[src/rtl/skolem_cex_scanner_pkg.sv]
// Shared types and slice-offset helpers for the Skolem counterexample scanner.
package skolem_pkg;

  typedef enum logic [2:0] {
    IDLE,
    SCAN_Y,
    CHECK,
    NEXT_X,
    FIN
  } state_t;

  // Start bit of clause idx inside a flattened clause mask bus.
  function automatic int unsigned clause_off(input int unsigned idx, input int unsigned nv);
    return idx * nv;
  endfunction

  // Start bit of cube (yi, ti) inside a flattened a_/c_ literal mask bus.
  function automatic int unsigned cube_off(input int unsigned yi, input int unsigned ti,
                                           input int unsigned nt, input int unsigned nx);
    return (yi * nt + ti) * nx;
  endfunction

endpackage

[src/rtl/skolem_cex_scanner_if.sv]
// Formula/handshake/result bundle between a controller (master) and the scanner (slave).
interface skolem_cex_scanner_if #(
  parameter int NUM_X       = 2,
  parameter int NUM_Y       = 2,
  parameter int NUM_CLAUSES = 4,
  parameter int NUM_TERMS   = 2
);
  localparam int NV    = NUM_X + NUM_Y;
  localparam int CUBES = NUM_Y * NUM_TERMS;

  logic                         start;
  logic [NUM_CLAUSES-1:0]       clause_en;
  logic [NUM_CLAUSES*NV-1:0]    clause_pos;
  logic [NUM_CLAUSES*NV-1:0]    clause_neg;
  logic [CUBES-1:0]             a_term_en;
  logic [CUBES-1:0]             c_term_en;
  logic [CUBES*NUM_X-1:0]       a_pos;
  logic [CUBES*NUM_X-1:0]       a_neg;
  logic [CUBES*NUM_X-1:0]       c_pos;
  logic [CUBES*NUM_X-1:0]       c_neg;
  logic [NUM_Y-1:0]             g;
  logic                         busy;
  logic                         done;
  logic                         cex_found;
  logic [NUM_X-1:0]             cex_x;
  logic [NUM_Y-1:0]             cex_g;
  logic [NUM_Y-1:0]             cex_y;

  modport master (
    output start, clause_en, clause_pos, clause_neg, a_term_en, c_term_en,
           a_pos, a_neg, c_pos, c_neg, g,
    input  busy, done, cex_found, cex_x, cex_g, cex_y
  );

  modport slave (
    input  start, clause_en, clause_pos, clause_neg, a_term_en, c_term_en,
           a_pos, a_neg, c_pos, c_neg, g,
    output busy, done, cex_found, cex_x, cex_g, cex_y
  );

endinterface

[src/rtl/skolem_cnf_eval.sv]
// Combinational CNF evaluator: true iff every enabled clause has a satisfied literal.
module skolem_cnf_eval
  import skolem_pkg::*;
#(
  parameter int NUM_CLAUSES = 4,
  parameter int NV          = 4
) (
  input  logic [NUM_CLAUSES-1:0]    clause_en_i,
  input  logic [NUM_CLAUSES*NV-1:0] clause_pos_i,
  input  logic [NUM_CLAUSES*NV-1:0] clause_neg_i,
  input  logic [NV-1:0]             v_i,
  output logic                      valid_o
);

  always_comb begin
    // NOTE: default first so every path assigns valid_o and no latch is inferred.
    valid_o = 1'b1;
    for (int k = 0; k < NUM_CLAUSES; k++) begin
      if (clause_en_i[k] &&
          !((|(clause_pos_i[clause_off(k, NV) +: NV] & v_i)) ||
            (|(clause_neg_i[clause_off(k, NV) +: NV] & ~v_i)))) begin
        valid_o = 1'b0;
      end
    end
  end

endmodule

[src/rtl/skolem_cex_scanner.sv]
// Exhaustive Skolem-vector miter: reports the first x where F is satisfiable but F(x,y_syn) is not.
// Build option SKOLEM_G_ENUM_EN: enumerate every g internally instead of using the g port.
module skolem_cex_scanner
  import skolem_pkg::*;
#(
  parameter int NUM_X       = 2,
  parameter int NUM_Y       = 2,
  parameter int NUM_CLAUSES = 4,
  parameter int NUM_TERMS   = 2
) (
  input  logic                 clk,
  input  logic                 rst,
  skolem_cex_scanner_if.slave  bus
);

  localparam int NV = NUM_X + NUM_Y;

  state_t           state_q, state_d;
  logic [NUM_X-1:0] x_q, x_d;
  logic [NUM_Y-1:0] y_q, y_d;
  logic [NUM_Y-1:0] wit_q, wit_d;
  logic             cex_found_q, cex_found_d;
  logic [NUM_X-1:0] cex_x_q, cex_x_d;
  logic [NUM_Y-1:0] cex_g_q, cex_g_d;
  logic [NUM_Y-1:0] cex_y_q, cex_y_d;
  logic [NUM_Y-1:0] g_eff;
  logic [NUM_Y-1:0] a_val, c_val, y_syn;
  logic             f_search, f_syn;
  logic             busy, done;

`ifdef SKOLEM_G_ENUM_EN
  logic [NUM_Y-1:0] g_q, g_d;
  assign g_eff = g_q;
`else
  assign g_eff = bus.g;
`endif

  function automatic logic cube_hit(input logic [NUM_X-1:0] x, input logic [NUM_X-1:0] pos,
                                    input logic [NUM_X-1:0] neg);
    return ((x & pos) == pos) && ((~x & neg) == neg);
  endfunction

  // a_i / c_i as OR of enabled cubes over the current x.
  always_comb begin
    a_val = '0;
    c_val = '0;
    for (int i = 0; i < NUM_Y; i++) begin
      for (int t = 0; t < NUM_TERMS; t++) begin
        if (bus.a_term_en[i*NUM_TERMS+t] &&
            cube_hit(x_q, bus.a_pos[cube_off(i, t, NUM_TERMS, NUM_X) +: NUM_X],
                          bus.a_neg[cube_off(i, t, NUM_TERMS, NUM_X) +: NUM_X]))
          a_val[i] = 1'b1;
        if (bus.c_term_en[i*NUM_TERMS+t] &&
            cube_hit(x_q, bus.c_pos[cube_off(i, t, NUM_TERMS, NUM_X) +: NUM_X],
                          bus.c_neg[cube_off(i, t, NUM_TERMS, NUM_X) +: NUM_X]))
          c_val[i] = 1'b1;
      end
    end
  end

  assign y_syn = a_val | (g_eff & ~c_val);

  skolem_cnf_eval #(.NUM_CLAUSES(NUM_CLAUSES), .NV(NV)) u_cnf_search (
    .clause_en_i  (bus.clause_en),
    .clause_pos_i (bus.clause_pos),
    .clause_neg_i (bus.clause_neg),
    .v_i          ({y_q, x_q}),
    .valid_o      (f_search)
  );

  skolem_cnf_eval #(.NUM_CLAUSES(NUM_CLAUSES), .NV(NV)) u_cnf_syn (
    .clause_en_i  (bus.clause_en),
    .clause_pos_i (bus.clause_pos),
    .clause_neg_i (bus.clause_neg),
    .v_i          ({y_syn, x_q}),
    .valid_o      (f_syn)
  );

  // State register: FSM state plus all scan counters and result registers.
  always_ff @(posedge clk) begin
    if (rst) begin
      state_q     <= IDLE;
      x_q         <= '0;
      y_q         <= '0;
      wit_q       <= '0;
      cex_found_q <= 1'b0;
      cex_x_q     <= '0;
      cex_g_q     <= '0;
      cex_y_q     <= '0;
`ifdef SKOLEM_G_ENUM_EN
      g_q         <= '0;
`endif
    end else begin
      // NOTE: non-blocking so every register samples pre-edge values regardless of order.
      state_q     <= state_d;
      x_q         <= x_d;
      y_q         <= y_d;
      wit_q       <= wit_d;
      cex_found_q <= cex_found_d;
      cex_x_q     <= cex_x_d;
      cex_g_q     <= cex_g_d;
      cex_y_q     <= cex_y_d;
`ifdef SKOLEM_G_ENUM_EN
      g_q         <= g_d;
`endif
    end
  end

  // Next-state logic.
  always_comb begin
    state_d     = state_q;
    x_d         = x_q;
    y_d         = y_q;
    wit_d       = wit_q;
    cex_found_d = cex_found_q;
    cex_x_d     = cex_x_q;
    cex_g_d     = cex_g_q;
    cex_y_d     = cex_y_q;
`ifdef SKOLEM_G_ENUM_EN
    g_d         = g_q;
`endif
    unique case (state_q)
      IDLE: begin
        if (bus.start) begin
          state_d     = SCAN_Y;
          x_d         = '0;
          y_d         = '0;
          cex_found_d = 1'b0;
          cex_x_d     = '0;
          cex_g_d     = '0;
          cex_y_d     = '0;
        end
      end
      SCAN_Y: begin
        if (f_search) begin
          wit_d   = y_q;
          state_d = CHECK;
`ifdef SKOLEM_G_ENUM_EN
          g_d     = '0;
`endif
        end else if (y_q == '1) begin
          state_d = NEXT_X;
        end else begin
          y_d = y_q + 1'b1;
        end
      end
      CHECK: begin
        if (!f_syn) begin
          cex_found_d = 1'b1;
          cex_x_d     = x_q;
          cex_g_d     = g_eff;
          cex_y_d     = wit_q;
          state_d     = FIN;
        end else begin
`ifdef SKOLEM_G_ENUM_EN
          if (g_q == '1) state_d = NEXT_X;
          else           g_d     = g_q + 1'b1;
`else
          state_d = NEXT_X;
`endif
        end
      end
      NEXT_X: begin
        if (x_q == '1) begin
          state_d = FIN;
        end else begin
          x_d     = x_q + 1'b1;
          y_d     = '0;
          state_d = SCAN_Y;
        end
      end
      FIN:     state_d = IDLE;
      default: state_d = IDLE;
    endcase
  end

  // Output logic.
  always_comb begin
    busy = (state_q == SCAN_Y) || (state_q == CHECK) || (state_q == NEXT_X);
    done = (state_q == FIN);
  end

  assign bus.busy      = busy;
  assign bus.done      = done;
  assign bus.cex_found = cex_found_q;
  assign bus.cex_x     = cex_x_q;
  assign bus.cex_g     = cex_g_q;
  assign bus.cex_y     = cex_y_q;

endmodule
[src/flat_wrapper.sv]
// flat-port wrapper written by rule: the top's interface ports become plain ports
module skolem_cex_scanner_flat import skolem_pkg::*;
#(
  parameter int NUM_X       = 2,
  parameter int NUM_Y       = 2,
  parameter int NUM_CLAUSES = 4,
  parameter int NUM_TERMS   = 2
)
  (clk, rst, bus_start, bus_clause_en, bus_clause_pos, bus_clause_neg, bus_a_term_en, bus_c_term_en, bus_a_pos, bus_a_neg, bus_c_pos, bus_c_neg, bus_g, bus_busy, bus_done, bus_cex_found, bus_cex_x, bus_cex_g, bus_cex_y);
  skolem_cex_scanner_if #(.NUM_X(NUM_X), .NUM_Y(NUM_Y), .NUM_CLAUSES(NUM_CLAUSES), .NUM_TERMS(NUM_TERMS)) bus_i ();
  input  logic clk;
  input  logic rst;
  input wire logic [$bits(bus_i.start)-1:0] bus_start;
  input wire logic [$bits(bus_i.clause_en)-1:0] bus_clause_en;
  input wire logic [$bits(bus_i.clause_pos)-1:0] bus_clause_pos;
  input wire logic [$bits(bus_i.clause_neg)-1:0] bus_clause_neg;
  input wire logic [$bits(bus_i.a_term_en)-1:0] bus_a_term_en;
  input wire logic [$bits(bus_i.c_term_en)-1:0] bus_c_term_en;
  input wire logic [$bits(bus_i.a_pos)-1:0] bus_a_pos;
  input wire logic [$bits(bus_i.a_neg)-1:0] bus_a_neg;
  input wire logic [$bits(bus_i.c_pos)-1:0] bus_c_pos;
  input wire logic [$bits(bus_i.c_neg)-1:0] bus_c_neg;
  input wire logic [$bits(bus_i.g)-1:0] bus_g;
  output wire logic [$bits(bus_i.busy)-1:0] bus_busy;
  output wire logic [$bits(bus_i.done)-1:0] bus_done;
  output wire logic [$bits(bus_i.cex_found)-1:0] bus_cex_found;
  output wire logic [$bits(bus_i.cex_x)-1:0] bus_cex_x;
  output wire logic [$bits(bus_i.cex_g)-1:0] bus_cex_g;
  output wire logic [$bits(bus_i.cex_y)-1:0] bus_cex_y;
  assign bus_i.start = bus_start;
  assign bus_i.clause_en = bus_clause_en;
  assign bus_i.clause_pos = bus_clause_pos;
  assign bus_i.clause_neg = bus_clause_neg;
  assign bus_i.a_term_en = bus_a_term_en;
  assign bus_i.c_term_en = bus_c_term_en;
  assign bus_i.a_pos = bus_a_pos;
  assign bus_i.a_neg = bus_a_neg;
  assign bus_i.c_pos = bus_c_pos;
  assign bus_i.c_neg = bus_c_neg;
  assign bus_i.g = bus_g;
  assign bus_busy = bus_i.busy;
  assign bus_done = bus_i.done;
  assign bus_cex_found = bus_i.cex_found;
  assign bus_cex_x = bus_i.cex_x;
  assign bus_cex_g = bus_i.cex_g;
  assign bus_cex_y = bus_i.cex_y;
  skolem_cex_scanner #(.NUM_X(NUM_X), .NUM_Y(NUM_Y), .NUM_CLAUSES(NUM_CLAUSES), .NUM_TERMS(NUM_TERMS)) u_core (.clk(clk), .rst(rst), .bus(bus_i));
endmodule
[config.mk]
export PLATFORM = sky130hd
export DESIGN_NAME = skolem_cex_scanner_flat
export DESIGN_NICKNAME = d
export VERILOG_FILES = /design/src/rtl/skolem_cex_scanner_pkg.sv /design/src/rtl/skolem_cex_scanner_if.sv /design/src/rtl/skolem_cnf_eval.sv /design/src/rtl/skolem_cex_scanner.sv /design/src/flat_wrapper.sv
export SDC_FILE = /design/constraint.sdc
export NUM_CORES = 1
export LEC_CHECK = 0
export CAP_MARGIN = 20
export CORE_ASPECT_RATIO = 1.75
export CORE_MARGIN = 4
export CORE_UTILIZATION = 40
export CTS_CLUSTER_SIZE = 14
export DETAILED_ROUTE_END_ITERATION = 16
export PLACE_DENSITY = 0.92
export SYNTH_ARGS = -nofsm -noshare
export SYNTH_HDL_FRONTEND = slang
export SYNTH_SLANG_ARGS = --single-unit
[constraint.sdc]
create_clock -name clk -period 5.9 [get_ports clk]
set_clock_uncertainty 0.15 [all_clocks]
set_input_delay 0.885 -clock clk [delete_from_list [all_inputs] [get_ports clk]]
set_output_delay 0.885 -clock clk [all_outputs]
set_load 0.02 [all_outputs]
After elaboration in Yosys (flattened, before gate mapping)
Cells that the tools add are included.
{"block": "totals", "regBits": 16, "latchBits": 0, "ramBits": 0, "romBits": 0, "input_bits": 81, "wordCells": 181, "memories": 0}
{"block": "classes", "addsub": 2, "multipliers": 0, "div_mod_pow": 0, "magnitude_cmp": 0, "n_eq_ne": 28, "n_shift": 0, "muxes": 38, "bitwise": 38, "reduce_logical": 67}
{"cell": "$and 4x4->4", "count": 16}
{"cell": "$reduce_or 4->1", "count": 16}
{"cell": "$and 2x2->2", "count": 17}
{"cell": "$eq 2x2->1", "count": 16}
{"cell": "$logic_and 1x1->1", "count": 24}
{"cell": "$mux 1", "count": 18}
{"cell": "$mux 2", "count": 8}
{"cell": "$pmux 2 s2", "count": 4}
{"cell": "$mux 3", "count": 5}
{"cell": "$pmux 3 s4", "count": 1}
{"cell": "$logic_or 1x1->1", "count": 10}
{"cell": "$ne 2x2->1 const B", "count": 5}
{"cell": "$logic_not 1->1", "count": 8}
{"cell": "$not 4->4", "count": 2}
{"cell": "$eq 3x2->1 const B", "count": 2}
{"cell": "$pmux 2 s3", "count": 1}
{"cell": "$reduce_and 3->1", "count": 2}
{"cell": "$reduce_and 5->1", "count": 1}
{"cell": "$add 2x1->2 const B", "count": 2}
{"cell": "$eq 2x2->1 const B", "count": 2}
{"cell": "$not 2->2", "count": 2}
{"cell": "$reduce_and 2->1", "count": 2}
{"cell": "$reduce_bool 2->1", "count": 2}
{"cell": "$eq 3x1->1 const B", "count": 1}
{"cell": "other kinds (6)", "count": 6}

Longest topological paths before layout
{"block": "logic_depth", "depth_word": 22, "mapped_depth": 10, "depth_no_buf": 7}

Hierarchy
A second synthesis with hierarchy kept.
{"block": "unflattened", "hier_cells": 179, "area_unflattened_um2": 1417.6}
{"module": "skolem_cex_scanner", "n_inst": 1, "cells_per_inst": 117, "area_per_inst_um2": 974.7}
{"module": "skolem_cnf_eval", "n_inst": 2, "cells_per_inst": 31, "area_per_inst_um2": 221.5}

Least setup slack after synthesis
OpenSTA, ideal clock, no wires.
{"block": "synth_path", "kind": "input-to-reg", "startpoint": "input port bus_c_neg[0]", "endpoint": "register u_core.cex_g_q[0] (netlist: u_core.bus.cex_g[0])", "t_arrival_ps": 2421, "required_time_ps": 5678, "setup_slack_ps": 3258, "stages": 8, "path_buffers": 1, "cell_sequence": "mux2i_1 -> a31o_2 -> o211ai_2 -> mux2_2 -> a22oi_2 -> a211o_1 -> buf_6 -> mux2i_1"}
{"block": "synth_via", "elab_chain_cells": 21, "word_cells_on_any_way": 44}
{"element": "start, declared", "line": "flat_wrapper.sv:22", "text": "input wire logic [$bits(bus_i.c_neg)-1:0] bus_c_neg;"}
{"element": "$and 2x2->2", "line": "skolem_cex_scanner.sv:40", "text": "return ((x & pos) == pos) && ((~x & neg) == neg);"}
{"element": "$eq 2x2->1 (*)", "line": "skolem_cex_scanner.sv:40"}
{"element": "$logic_and 1x1->1 (*)", "line": "skolem_cex_scanner.sv:40"}
{"element": "$logic_and 1x1->1 (*)", "line": "skolem_cex_scanner.sv:53", "text": "if (bus.c_term_en[i*NUM_TERMS+t] &&"}
{"element": "$mux 1 (*) (2 in series)", "line": "skolem_cex_scanner.sv:53"}
{"element": "$not 2->2 (*)", "line": "skolem_cex_scanner.sv:61", "text": "assign y_syn = a_val | (g_eff & ~c_val);"}
{"element": "$and 2x2->2 (*)", "line": "skolem_cex_scanner.sv:61"}
{"element": "$or 2x2->2 (*)", "line": "skolem_cex_scanner.sv:61"}
{"element": "[... 2 more ...]"}
{"element": "$reduce_or 4->1", "line": "skolem_cnf_eval.sv:21", "text": "(|(clause_neg_i[clause_off(k, NV) +: NV] & ~v_i)))) begin"}
{"element": "$logic_or 1x1->1", "line": "skolem_cnf_eval.sv:20", "text": "!((|(clause_pos_i[clause_off(k, NV) +: NV] & v_i)) ||"}
{"element": "$logic_not 1->1", "line": "skolem_cnf_eval.sv:20"}
{"element": "$logic_and 1x1->1", "line": "skolem_cnf_eval.sv:19", "text": "if (clause_en_i[k] &&"}
{"element": "$mux 1 (3 in series)", "line": "skolem_cnf_eval.sv:19"}
{"element": "$mux 1 (*)", "line": "skolem_cnf_eval.sv:19"}
{"element": "$ne 2x2->1 (no source line) (*)"}
{"element": "$reduce_and 3->1 (no source line) (*)"}
{"element": "end signal, assigned", "line": "skolem_cex_scanner.sv:101", "text": "cex_g_q <= cex_g_d;"}
{"element": "end, declared", "line": "skolem_cex_scanner.sv:24", "text": "logic [NUM_Y-1:0] cex_g_q, cex_g_d;"}
Mark *: on every way between the ends. The rest lies on a longest branch, timed or not.
A chain may end at the register's enable or synchronous reset.

Final worst setup path
{"block": "layout_path", "startpoint": "input port bus_c_neg[0]", "endpoint": "register u_core.cex_x_q[1] (netlist: u_core.bus.cex_x[1])"}
{"block": "layout_via", "elab_chain_cells": 21, "word_cells_on_any_way": 44}
{"element": "$and 2x2->2", "line": "skolem_cex_scanner.sv:40"}
{"element": "$eq 2x2->1 (*)", "line": "skolem_cex_scanner.sv:40"}
{"element": "$logic_and 1x1->1 (*)", "line": "skolem_cex_scanner.sv:40"}
{"element": "$logic_and 1x1->1 (*)", "line": "skolem_cex_scanner.sv:53"}
{"element": "$mux 1 (*) (2 in series)", "line": "skolem_cex_scanner.sv:53"}
{"element": "$not 2->2 (*)", "line": "skolem_cex_scanner.sv:61"}
{"element": "$and 2x2->2 (*)", "line": "skolem_cex_scanner.sv:61"}
{"element": "$or 2x2->2 (*)", "line": "skolem_cex_scanner.sv:61"}
{"element": "[... 2 more ...]"}
{"element": "$reduce_or 4->1", "line": "skolem_cnf_eval.sv:21"}
{"element": "$logic_or 1x1->1", "line": "skolem_cnf_eval.sv:20"}
{"element": "$logic_not 1->1", "line": "skolem_cnf_eval.sv:20"}
{"element": "$logic_and 1x1->1", "line": "skolem_cnf_eval.sv:19"}
{"element": "$mux 1 (3 in series)", "line": "skolem_cnf_eval.sv:19"}
{"element": "$mux 1 (*)", "line": "skolem_cnf_eval.sv:19"}
{"element": "$ne 2x2->1 (no source line) (*)"}
{"element": "$reduce_and 3->1 (no source line) (*)"}
{"element": "end signal, assigned", "line": "skolem_cex_scanner.sv:87", "text": "cex_x_q <= '0;"}
{"element": "end signal, assigned", "line": "skolem_cex_scanner.sv:100", "text": "cex_x_q <= cex_x_d;"}
{"element": "end, declared", "line": "skolem_cex_scanner.sv:23", "text": "logic [NUM_X-1:0] cex_x_q, cex_x_d;"}
Marked as above.

==> results.tsv <==
metric	value	unit
outcome	completed	
cp_cell_sequence	clkdlybuf4s50_1 > mux2i_1 > a31o_2 > o211ai_2 > mux2_2 > a22oi_2 > a211o_1 > mux2i_1	
cts_setup_buffers	0	
ant_nets	0	
drive_above_1_share	0.0516	
fmax	314	MHz
drt_iter0_drc	25	
worst-r2r-setup-slack	2830	ps
core-area	3400	um^2
syn-instance-count	168	
area_growth	64.2	%
critPathTopFamily	compound AO/OA/AOI/OAI gates	
post_synth_most_frequent_cells	44 x mux2i_1, 18 x nand2_1, 16 x dfxtp_1, 16 x nor2_1, 9 x nand2b_1	
max_slew.worst_pin.slew	860	ps
cp.required	5920	ps
holdPathEnd	u_core.bus.cex_x[0]$_SDFFE_PP0P_	
setup_viol	0	
timing.rr.start	u_core.x_q[0]$_SDFFE_PP0P_	
cts_max_path_buffers	2	
critical_path_depth	8	
hold_violations	0	
yosys_warnings	0	
yosysTopAreaCell	mux2i_1	
grt.total_usage	0.192	
ctsHoldBuffers	0	
ys_seq_area_frac	0.224	
synth-seq-cells	16	
critical_path.max_fanout	8	
multi_input_area	1020	um^2
route.detailed.drc	0	
die_w	53.2	um
cts_tree	yes	
dieHeight	87.1	um
wl_per_cell	14.1	um
insertion_delay	250	ps
synthDominantCellAreaShare	0.308	
cp_data_arrival_time	3210	ps
p_leak	0.000859	uW
drt-total-wl	4.17	mm
r2r_cells	7	
ios	90	
worst-path-buf-inv	1	
critPathKind	in2reg	
rsz0062_at_grt	false	
clock-sinks	16	
syn-cell-area	1430	um^2
synth_area_leaders	mux2i_1 31%, dfxtp_1 22%, nand2_1 4.7%, nor2_1 4.2%, nand2b_1 3.9%	
r2r_end	u_core.bus.cex_x[1]$_SDFFE_PP0P_	
port_buffers	89	
relSlewSlack	0.426	
max_stage_delay	460	ps
yosysMostFrequentCell	mux2i_1	
finalWeightedCongestion	0.850	
first_pass_iters	4	
fin_nets	336	
p_switching	77.9	uW
p_comb_frac	0.338	
irDropWorstVdd	0.000109	V
vias_per_cell	5.17	
gr-total-overflow	0	
min_from	u_core.bus.cex_x[0]$_SDFFE_PP0P_	
antennaDiodeCount	0	
ys_types	36	
holdCritPathClass	reg2reg	
crit_top_cell	mux2i_1	
power_frac_clock	0.299	
synthesis.nets	251	
swShare	0.244	
cts_made_buffers	3	
synth-edff-count	0	
final_core_util	0.691	
nFillCells	290	
start_kind	primary input	
fin_tns_setup	0	ps
powerDensity	136	nW/um^2
hold_path_depth	2	
die-area	4630	um^2
async_flop_share	0	
seqPwrFrac	0.363	
slowest_stage	clkdlybuf4s50_1	
cts_resized	0	
grt_max_degree	17	
row_count	28	
regArea	320	um^2
clk_pin_slew	60	ps
period_minus_slack	3190	ps
vias	1536	
fin_cells	297	
maxCapViolCount	0	
start_util	0.421	
htreeDepth	1	
place_inst	293	
root_buffer	clkbuf_8	
grt_pass1_wl	6.79	mm
antenna_found_initial	0	
grt_pass1_vias	1599	
fin_crit_sh	0.540	
finalMaxSlewViolations	0	
internal_power	241	uW
synth_flop_cell	dfxtp_1	
endpoint_kind	flop	
dp_hpwl	3.62	mm
syn_area_per_cell	8.51	um^2
cell usage in the layout, fill, tap and decap left out, drive strengths merged, types with 4 or more instances in the layout:
master          n
a21oi           6
o21ai           4
a22oi           4
nor2           16
nand2          18
dfxtp          16
nand3           7
clkbuf          4
nand2b          9
mux2i          44
mux2            4
clkdlybuf4s50  89
cells by family (layout without fill, tap and decap cells):
kind of cell | count (synthesis) | after routing | synth area share
compound gates | 25 | 25 | 0.124
xor+xnor | 1 | 1 | 0.00613
fa+ha+maj | 2 | 2 | 0.0175
buf+inv | 11 | 95 | 0.0639
flops | 16 | 16 | 0.224
mux | 48 | 48 | 0.342
simple gates | 65 | 65 | 0.222
per-stage QoR:
stage | total power, uW | area, um^2 | setup WS [ps] | hold slack (ps)
floorplan | 161 | 1430 | 3260 | 297
global placement | 223 | 2290 | 2490 | 291
detailed placement | 226 | 2290 | 2420 | 301
CTS | 321 | 2350 | 2670 | 309
global route | 333 | 2350 | 2540 | 317
finish | 319 | 2350 | 2710 | 306
registers in the layout, indices dropped and copies added (netlist names):
signal,flops
u_core.state_q,3
u_core.y_q,2
u_core.bus.cex_found,1
u_core.bus.cex_g,2
u_core.bus.cex_x,2
u_core.bus.cex_y,2
u_core.wit_q,2
u_core.x_q,2
cell type report:
cell class,instances,area share
clock buffers,4,0.0234
inverters,2,0.00320
multi-input cells,141,0.434
flip-flops and latches,16,0.136
well taps,45,0.0240
repair buffers,89,0.379
tightest hold or removal path, cell delays in order (launching register included):
cell,delay (ps)
dfxtp_1,310
nand2_1,50
mux2i_1,50
layer usage:
layer,part of all wire,global-route usage,up-vias
met5,0,0,-
met4,0.032,0.0907,0
met3,0.052,0.0257,12
met2,0.58,0.371,59
met1,0.34,0.187,691
li1,-,-,774
power groups by stage:
stage	Clock (uW)	Sequential [uW]	Combinational [uW]
2_1_floorplan	0	114	46.7
3_3_place_gp	0	117	106
3_5_place_dp	0	118	108
4_1_cts	96.9	115	108
5_1_grt	99.8	116	117
6_report	95.4	116	108
worst max-delay path by stage:
stage / endpoint / slack (ps) / startpoint
floorplan: u_core.bus.cex_g[0]$_SDFFE_PP0P_ / 3260 / bus_c_neg[0]
global placement: u_core.bus.cex_y[0]$_SDFFE_PP0P_ / 2490 / bus_c_neg[0]
detailed placement: u_core.bus.cex_x[1]$_SDFFE_PP0P_ / 2420 / bus_c_neg[0]
CTS: u_core.bus.cex_x[1]$_SDFFE_PP0P_ / 2670 / bus_c_neg[0]
global route: u_core.bus.cex_x[1]$_SDFFE_PP0P_ / 2540 / bus_c_neg[0]
finish: u_core.bus.cex_x[1]$_SDFFE_PP0P_ / 2710 / bus_c_neg[0]
(Power assumes the default switching activity.)
